File: src/rtl/fetch_unit.sv
// Instruction fetch stage: owns the PC, fetches words over req/ack and
// hands them to decode over valid/ready, resolving the next PC on accept.
module fetch_unit #(
  parameter logic [31:0] RESET_PC  = 32'h0000_0000,
  parameter logic [31:0] NOP_INSTR = 32'h0000_0013
) (
  input  logic        clk,
  input  logic        n_rst,
  output logic        imem_req,
  output logic [31:0] imem_addr,
  input  logic        imem_ack,
  input  logic [31:0] imem_rdata,
  output logic [31:0] instr,
  output logic        instr_valid,
  input  logic        instr_ready,
  output logic [31:0] pc,
  input  logic [1:0]  pc_src,
  input  logic        branch_cond,
  input  logic [31:0] imm,
  input  logic [31:0] rs1,
  output logic        fault
);

  typedef enum logic [1:0] {
    IDLE,
    FETCH,
    HOLD,
    HALT
  } state_t;

  state_t      state;
  logic [31:0] next_pc;
  logic [31:0] pc_inc;
  logic [31:0] pc_br;
  logic [31:0] jr_tgt;

  assign imem_req    = (state == FETCH);
  assign instr_valid = (state == HOLD);
  assign imem_addr   = pc;

  assign pc_inc = pc + 32'd4;
  assign pc_br  = pc + imm;
  assign jr_tgt = (rs1 + imm) & 32'hFFFF_FFFE;

  // Reserved select 11 falls back to sequential flow.
  always_comb begin
    next_pc = pc_inc;
    unique case (1'b1)
      (pc_src == 2'b01): next_pc = branch_cond ? pc_br : pc_inc;
      (pc_src == 2'b10): next_pc = jr_tgt;
      default:           next_pc = pc_inc;
    endcase
  end

  always_ff @(posedge clk or negedge n_rst) begin
    if (!n_rst) begin
      state <= IDLE;
      pc    <= RESET_PC;
      instr <= NOP_INSTR;
      fault <= 1'b0;
    end else begin
      unique case (state)
        IDLE: state <= FETCH;
        FETCH: begin
          if (imem_ack) begin
            instr <= imem_rdata;
            state <= HOLD;
          end
        end
        HOLD: begin
          if (instr_ready) begin
            pc    <= next_pc;
            instr <= NOP_INSTR;
            if (next_pc[1:0] == 2'b00) begin
              state <= FETCH;
            end else begin
              fault <= 1'b1;
              state <= HALT;
            end
          end
        end
        HALT: state <= HALT;
        default: state <= IDLE;
      endcase
    end
  end

endmodule

File: config.mk
export PLATFORM = sky130hd
export DESIGN_NAME = fetch_unit
export DESIGN_NICKNAME = d
export VERILOG_FILES = /design/src/rtl/fetch_unit.sv
export SDC_FILE = /design/constraint.sdc
export NUM_CORES = 1
export LEC_CHECK = 0
export ABC_AREA = 1
export CAP_MARGIN = 10
export CELL_PAD_IN_SITES_DETAIL_PLACEMENT = 1
export CELL_PAD_IN_SITES_GLOBAL_PLACEMENT = 1
export CORE_MARGIN = 2
export CORE_UTILIZATION = 38
export CTS_BUF_LIST = sky130_fd_sc_hd__clkbuf_4 sky130_fd_sc_hd__clkbuf_8
export DETAILED_ROUTE_END_ITERATION = 8
export PLACE_DENSITY_LB_ADDON = 0.3
export SYNTH_ARGS = -nofsm -noshare
export SYNTH_HDL_FRONTEND = slang
export SYNTH_SLANG_ARGS = --single-unit
File: constraint.sdc
create_clock -name clk -period 5.7 [get_ports clk]
set_input_delay 1.14 -clock clk [delete_from_list [all_inputs] [get_ports clk]]
set_output_delay 1.14 -clock clk [all_outputs]
set_load 0.01 [all_outputs]
Yosys cells after proc, flatten, opt, wreduce, memory -nomap -nowiden. Index checks and enable logic that the tools add are counted.

Bits in registers: 67. Input port bits: 103. Logic and storage cells: 31.

Add/subtract/negate cells: 3. Eq/ne operators: 7. Muxes and demuxes: 9. Bitwise logic cells: 1. Reductions and logical operators: 7.

Operators with widths (count): 32-bit one-hot mux with 2 select lines (2); 32-bit 2-to-1 mux (3); 32-bit adder (2); 32-bit by 3-bit adder with 32-bit output, second input constant (1); 2-bit one-hot mux with 4 select lines (1); 2-bit equality test, second input constant (3); 2-bit 2-to-1 mux (3); 3-bit AND reduction (2); 2-bit by 1-bit equality test with 1-bit output, second input constant (2); 2-bit zero test (2); 2-bit by 1-bit != test with 1-bit output, second input constant (2); 2-bit AND reduction (2); 2-bit nonzero test (1); 1-bit inverter (1).

Longest topological paths before layout. Gate-level depths: netlist of run 1.

Word-level depth: 7. Depth in mapped cells: 17.

Worst setup path before layout of run 1. No wires, ideal clock.

Path type: input-to-reg. From: input port imm[0]. To: register pc[20] (netlist: imem_addr[20]). Library setup time: 0.117 ns. Arrival time: 2.625 ns. Setup slack: 2.958 ns. Stages on the path: 16. Path through: ha_1 > fa_1 > nand3_1 > nand3_1 > nand2_1 > nand2_1 > nand2_1 > nand2_1 > nand2_1 > nand2_1 > nand2_1 > nand3_1 > nand2_1 > nand2_1 > nand2_1 > nand2_1.

Cells in the longest elaborated chain, start to end: 3. Elaborated cells between the ends (all ways): 4. Classes of those cells: add/sub: 2; mux: 2.

RTL lines: start, declared (line 19) `input logic [31:0] imm,`; 32-bit adder (line 42) `assign pc_br = pc + imm;`; 32-bit 2-to-1 mux (line 49) `(pc_src == 2'b01): next_pc = branch_cond ? pc_br : pc_inc;`; 32-bit one-hot mux with 2 select lines * (line 48) `unique case (1'b1)`; end signal, assigned (line 72) `pc <= next_pc;`; end, declared (line 16) `output logic [31:0] pc,`.

Mark *: on every way between the ends. The rest lies on a longest branch, timed or not. A chain may end at the register's enable or synchronous reset.

Final worst setup path of run 1.
From: input port pc_src[0]. To: register state[1].

Cells in the longest elaborated chain, start to end: 6. Elaborated cells between the ends (all ways): 7. Classes of those cells: eq/ne: 2; mux: 4; reduce/logical: 1.

RTL lines: start, declared (line 17) `input logic [1:0] pc_src,`; 2-bit equality test / 2-bit by 1-bit equality test with 1-bit output (equally long branches) (line 50, 49); 32-bit one-hot mux with 2 select lines * (line 48); 2-bit zero test * (line 74) `if (next_pc[1:0] == 2'b00) begin`; 2-bit 2-to-1 mux * (line 74); 2-bit 2-to-1 mux * (line 71) `if (instr_ready) begin`; 2-bit one-hot mux with 4 select lines * (line 62) `unique case (state)`; end signal, assigned (line 63) `IDLE: state <= FETCH;`; end signal, assigned (line 75) `state <= FETCH;`; end signal, assigned (line 78) `state <= HALT;`; end, declared (line 31) `state_t state;`.

Mark *: on every way between the ends. The rest lies on a longest branch, timed or not. The select of a mux whose other input is x is not followed.

==> results.toml, run 1 <==
[synthesis]
synthMuxAreaShare_pct = 0
yosys_most_used_dff = "dfrtp_1"
syn_area_um2 = 9030
avgSynthCellArea_um2 = 5.66
synth_top_family_by_area = "simple AND/OR/NAND/NOR gates"
yosys.area_share.simple_pct = 42.3
synth_warnings = 0
synth-compound-area-share_pct = 14.4
synth-adder-area-share_pct = 9.87
synth_cell_type_count = 45
synthCells = 1595
async_flop_share_pct = 100
synth-edff-count = 0
ys_ff_latch = 67
ys_seq_area_share_pct = 18.6
synth-xor-area-share_pct = 1.26
synthesis.nets = 1768

[finish]
postLayoutCellArea_um2 = 11300
layout_commonest_cell = "nand2_1"
fill_cells = 3334
syn_to_final_growth_pct = 25.7
drive_gt1_share_pct = 3.64
num_antenna_cells = 0
nNetsFinal = 1924
mostFrequentLayoutCells = "nand2_1 (569), inv_1 (225), clkdlybuf4s50_1 (200)"

[die]
die_height_um = 158
start_util_pct = 38.6
dieArea_um2 = 25000
io-pin-count = 202
core_area_um2 = 23400
die_x_um = 158
rows = 56

[detailed_routing]
routedWlPerCell_um = 19.1
via_count = 11100
via_per_inst = 5.33
ant_nets = 0
dr.pass1.iters = 7
route.detailed.drc = 0
wl_mm = 39.7
first_iter_violations = 845

[min_path]
hp-class = "register to register"
hold_depth = 2

[setup_path]
cp_max_fo = 21
endpoint_kind = "register"
worstPathArrival_ns = 4.02
critPathKind = "input port to register"
cp.required_ns = 5.95
r2r_cells = 13
crit_path_start_kind = "input port"

[timing]
slew_violations = 0
relSlewSlack_pct = 34.5
period_minus_slack_ns = 3.78
timing.fmax_mhz = 265
clock_skew_ns = 0.0125
fin_crit_sh_pct = 66.3
rsz0062_at_grt = "false"
finalSetupViolations = 0
postLayoutSetupSlackWorst_ns = 1.92
hold_viol_final = 0
setup_tns_ns = 0
tightest_slew_ns = 0.981

[power_and_ir_drop]
p_per_area_nw_per_um2 = 432
p_leak_nw = 5.88
p_total_mw = 4.91
ir_drop_v = 0.000242

[global_routing]
grt_pass1_vias = 11100
overflow = 0
grt_antenna_before_repair = 1
grt_pass1_wl_mm = 60.4
grt_max_degree = 68
track_usage_pct = 31.4

[clock_network]
clk_path_buf_depth = 2
cts_tree = "built"
numCtsBuffers = 9
cts_root_buffer = "clkbuf_8"
post_cts_resized = 0
clock_latency_ns = 0.38
clk_pin_slew_ns = 0.08
cts.sinks = 67
cts-htree-levels = 3
post_cts_buffers = 0
hold_buffers = 0

[job]
cap_violations = 0

[placed_design]
placed_cell_area_um2 = 11100
place_hpwl_mm = 32.9
portBuffers = 201
post-place-ws_ns = 1.56
place_congestion = 0.920

[outcome]
outcome = "finished clean"
-- final cells by class --
| type | count | area (µm²) | share of cell area, % |
|---|---|---|---|
| clock buffers | 9 | 124 | 1.09 |
| clock inverters | 7 | 83.8 | 0.739 |
| inverters | 232 | 871 | 7.67 |
| multi-input cells | 1234 | 6130 | 54.0 |
| flip-flops and latches | 67 | 1680 | 14.8 |
| well taps | 319 | 399 | 3.52 |
| repair buffers | 207 | 2060 | 18.1 |
-- routing by layer --
metal	up-vias	part of all wire (%)	routed length, µm	GRT usage, %
met4	2	2.6	1040	8.62
met2	340	47	18700	53.1
met5	-	0.030	12	0
met3	53	5.7	2250	5.01
li1	5386	-	-	-
met1	5288	45	17800	41.5
-- where the power goes --
group	internal, mW	switching [mW]	leakage, nW	total [mW]
Combinational	1.34	2.01	4.97	3.35
Sequential	0.707	0.410	0.814	1.12
Clock	0.210	0.228	0.102	0.437
Total	2.26	2.65	5.88	4.91
-- worst paths after layout --
check	start	slack [ns]	to
min in group asynchronous	n_rst	0.98	imem_addr[21]
max	pc_src[0]	1.92	state[1]
max in group asynchronous	n_rst	4.14	instr[26]
min	instr[1]	0.49	instr[1]
max reg2reg	imem_addr[10]	3.06	imem_addr[21]
min reg2reg	instr[1]	0.49	instr[1]
-- sequential cells by signal, summed over array words and instances, names as in the netlist --
name / cells
instr: 32
state: 2
imem_addr: 32
fault: 1
-- cell usage after synthesis (2+ instances only) --
master	count	area share [%]
a21boi_0	4	0.33
a21o_1	5	0.42
a21oi_1	101	5.6
a22oi_1	2	0.17
a31oi_1	6	0.42
and2_1	5	0.35
buf_1	3	0.12
buf_2	2	0.11
buf_4	32	2.7
clkbuf_1	25	1.0
clkinv_1	2	0.083
dfrtp_1	64	18
dfstp_2	3	0.87
fa_1	2	0.44
ha_1	68	9.4
inv_1	225	9.4
inv_2	5	0.21
nand2_1	569	24
nand2_2	4	0.28
nand3_1	138	7.6
nand3_2	3	0.33
nand3b_1	6	0.50
nand4_1	17	1.2
nor2_1	132	5.5
nor2_2	5	0.35
nor2_4	3	0.37
nor3_1	16	0.89
nor3_2	5	0.55
nor4_1	2	0.14
o211ai_1	3	0.25
o21ai_0	86	4.8
o21ai_1	6	0.33
o21ai_2	2	0.19
o21bai_1	12	1.0
o22ai_1	6	0.42
or2_2	6	0.42
xnor2_1	2	0.19
xor2_1	11	1.1
-- worst max-delay path, cell delays in order --
cell and delay, ns:
clkdlybuf4s50_1 0.48, inv_1 0.05, ha_1 0.80, clkinv_1 0.54, buf_4 0.35, nand2_1 0.08
o21ai_0 0.11, nor2_1 0.15, nor2_1 0.05, nor3_1 0.16, o22ai_1 0.09
-- kinds of logic (layout without fill, tap and decap cells) --
kind of cell | Yosys count | after routing
fa+ha+maj | 70 | 70
buf+inv | 294 | 455
xor+xnor | 13 | 13
compound gates | 238 | 238
flops | 67 | 67
simple gates | 913 | 913
-- metrics by stage --
stage / utilization [%] / instances / hold WS [ns]
4_1_cts: 48.4 / 2074 / 0.486
5_1_grt: 48.5 / 2075 / 0.515
2_1_floorplan: - / 1595 / 0.483
3_5_place_dp: 47.5 / 2058 / 0.473
6_report: 48.5 / 2075 / 0.491
3_3_place_gp: 47.5 / 2058 / 0.468
Power figures use the tool's default switching activity.
==> run 2: changes to the inputs <==
--- a/config.mk
+++ b/config.mk
@@ -10,7 +10,7 @@
 export CELL_PAD_IN_SITES_DETAIL_PLACEMENT = 1
 export CELL_PAD_IN_SITES_GLOBAL_PLACEMENT = 1
 export CORE_MARGIN = 2
-export CORE_UTILIZATION = 38
+export CORE_UTILIZATION = 36
 export CTS_BUF_LIST = sky130_fd_sc_hd__clkbuf_4 sky130_fd_sc_hd__clkbuf_8
 export DETAILED_ROUTE_END_ITERATION = 8
 export PLACE_DENSITY_LB_ADDON = 0.3
==> constraint.sdc (replaced) <==
create_clock -name clk -period 3.6 [get_ports clk]
set_input_delay 0.72 -clock clk [delete_from_list [all_inputs] [get_ports clk]]
set_output_delay 0.72 -clock clk [all_outputs]
set_load 0.01 [all_outputs]
==> run 2 against run 1 <==
Against the previous run: wire length increased by 2.8%; critical path depth increased by 6; combinational power increased by 66%; cell count increased by 1.3%; non-clock buffer count increased by 21; count of clock-buffer cells in the layout unchanged; sequential cell count unchanged; largest power group unchanged; sequential power increased by 50%; die area increased by 5.4%; global-route usage decreased by 0.46 points; first-iteration DRC count decreased by 4.7%; final area increased by 1.6%.
==> results.toml, run 2 (synthesized netlist as in run 1, its figures left out) <==
[setup_path]
cp.required_ns = 3.93
rr_startpoint = "imem_addr[0]"
cpPeakStageDelay_ns = 0.48
r2r_cells = 14
crit_cells = 17
path_delay_family = "simple AND/OR/NAND/NOR gates"
path_cells = "clkdlybuf4s50_1 -> nand2_1 -> inv_1 -> fa_1 -> nand2_1 -> nand3_1 -> o21ai_1 -> o21bai_2 -> nand2_1 -> nand2_1 -> nand2_1 -> nand2_1 -> nand2_1 -> nand3_1 -> nand2_1 -> nand2_1 -> nand2_1"
crit_buf_inv = 2
cp_max_fo = 5
cp_common_cell = "nand2_1"
endpoint_kind = "register"
reg2reg_to = "imem_addr[12]"
r2r_setup_slack_ns = 1.05
crit_path_start_kind = "input port"
worstPathArrival_ns = 3.51
slowest_stage = "fa_1"
critPathKind = "input port to register"

[placed_design]
post-place-ws_ns = 0.0951
dp_cells = 2085
portBuffers = 201
place_congestion = 0.946
placed_cell_area_um2 = 11300
place_hpwl_mm = 34.1

[timing]
tightest_slew_ns = 0.957
relSlewSlack_pct = 36.2
setup_tns_ns = 0
postLayoutSetupSlackWorst_ns = 0.419
finalSetupViolations = 0
fin_crit_sh_pct = 88.4
hold_viol_final = 0
period_minus_slack_ns = 3.18
slew_violations = 0
clock_skew_ns = 0.0152
timing.fmax_mhz = 314
hold_ws_ns = 0.484
rsz0062_at_grt = "false"

[detailed_routing]
route.detailed.drc = 0
via_per_inst = 5.34
dr.pass1.iters = 5
route.met3.wl_mm = 2.13
via_count = 11200
wl_met2_mm = 19.3
wl_met1_mm = 18.2
wl_mm = 40.8
highest_layer = "met4"
ant_nets = 0
first_iter_violations = 805
routedWlPerCell_um = 19.4

[die]
dieArea_um2 = 26400
core_area_um2 = 24500
rows = 57
start_util_pct = 36.9
die_height_um = 162
io-pin-count = 202
die_x_um = 162

[finish]
syn_to_final_growth_pct = 27.7
num_antenna_cells = 0
mostFrequentLayoutCells = "nand2_1 (569), inv_1 (225), clkdlybuf4s50_1 (200)"
fill_cells = 3417
nNetsFinal = 1945
layout_commonest_cell = "nand2_1"
stdcell_count = 2101
drive_gt1_share_pct = 4.78
postLayoutCellArea_um2 = 11500
final_core_util_pct = 47.1

[power_and_ir_drop]
power_switching_mw = 4.28
ir_drop_v = 0.000338
combPwrFrac_pct = 69.4
seqPwrFrac_pct = 21.0
p_total_mw = 8.00
p_leak_nw = 5.99
p_per_area_nw_per_um2 = 694
internal_power_mw = 3.72
switching_share_pct = 53.5
p_clk_share_pct = 9.7

[job]
cap_violations = 0

[clock_network]
cts-htree-levels = 3
cts_tree = "built"
numCtsBuffers = 9
hold_buffers = 0
cts_root_buffer = "clkbuf_8"
clock_latency_ns = 0.38
cts.sinks = 67
post_cts_resized = 0
post_cts_buffers = 0
clk_pin_slew_ns = 0.10
clk_path_buf_depth = 2

[global_routing]
track_usage_pct = 31.0
grt_pass1_vias = 11400
grt_antenna_before_repair = 0
overflow = 0
grt_max_degree = 42
grt_pass1_wl_mm = 62.9

[min_path]
hp-class = "input port to async pin"

[outcome]
outcome = "finished clean"
==> run 2: worst max-delay path by stage <==
stage | from | end | slack (ns)
finish | imm[0] | imem_addr[28] | 0.42
global route | imm[0] | imem_addr[28] | 0.27
CTS | imm[0] | imem_addr[28] | 0.49
detailed placement | imm[0] | imem_addr[28] | 0.1
global placement | imm[0] | imem_addr[28] | 0.16
floorplan | imm[0] | imem_addr[20] | 1.28
==> run 2: layout make-up <==
cell class | count | area [µm²] | share of cell area, %
multi-input cells | 1234 | 6130 | 53.2
repair buffers | 228 | 2210 | 19.2
flip-flops and latches | 67 | 1680 | 14.6
inverters | 232 | 871 | 7.56
well taps | 324 | 405 | 3.52
clock buffers | 9 | 124 | 1.07
clock inverters | 7 | 105 | 0.912
==> run 2: power groups by stage <==
stage / Sequential [mW] / Combinational [mW] / Clock (mW)
floorplan: 1.66 / 3.13 / 0
global placement: 1.66 / 5.35 / 0
detailed placement: 1.68 / 5.49 / 0
CTS: 1.67 / 5.52 / 0.786
global route: 1.71 / 6.11 / 0.818
finish: 1.68 / 5.55 / 0.774
==> run 2: worst register-to-register path: stages, from the launching register on <==
cell and delay, ns:
dfrtp_1 0.42, ha_1 0.25, fa_1 0.45, nand3_1 0.10
nand3_1 0.16, nand2_1 0.13, nand2_1 0.13, nand2_1 0.09
nand2_1 0.14, nor2_1 0.13, nor2_1 0.05, nand2_1 0.06
o21ai_1 0.13, a21oi_1 0.16, nor2_1 0.05
==> run 2: metal layers <==
layer | track usage [%] | vias to the layer above
met5 | 0 | -
met4 | 9.57 | 0
met3 | 3.77 | 59
met2 | 52.7 | 332
met1 | 41.0 | 5392
li1 | - | 5430
==> run 3: changes to the inputs <==
--- a/config.mk
+++ b/config.mk
@@ -14,6 +14,7 @@
 export CTS_BUF_LIST = sky130_fd_sc_hd__clkbuf_4 sky130_fd_sc_hd__clkbuf_8
 export DETAILED_ROUTE_END_ITERATION = 8
 export PLACE_DENSITY_LB_ADDON = 0.3
+export SKIP_LAST_GASP = 1
 export SYNTH_ARGS = -nofsm -noshare
 export SYNTH_HDL_FRONTEND = slang
 export SYNTH_SLANG_ARGS = --single-unit
==> results of run 3 <==
The final DEF is identical to that of run 2; final timing and power are the same.
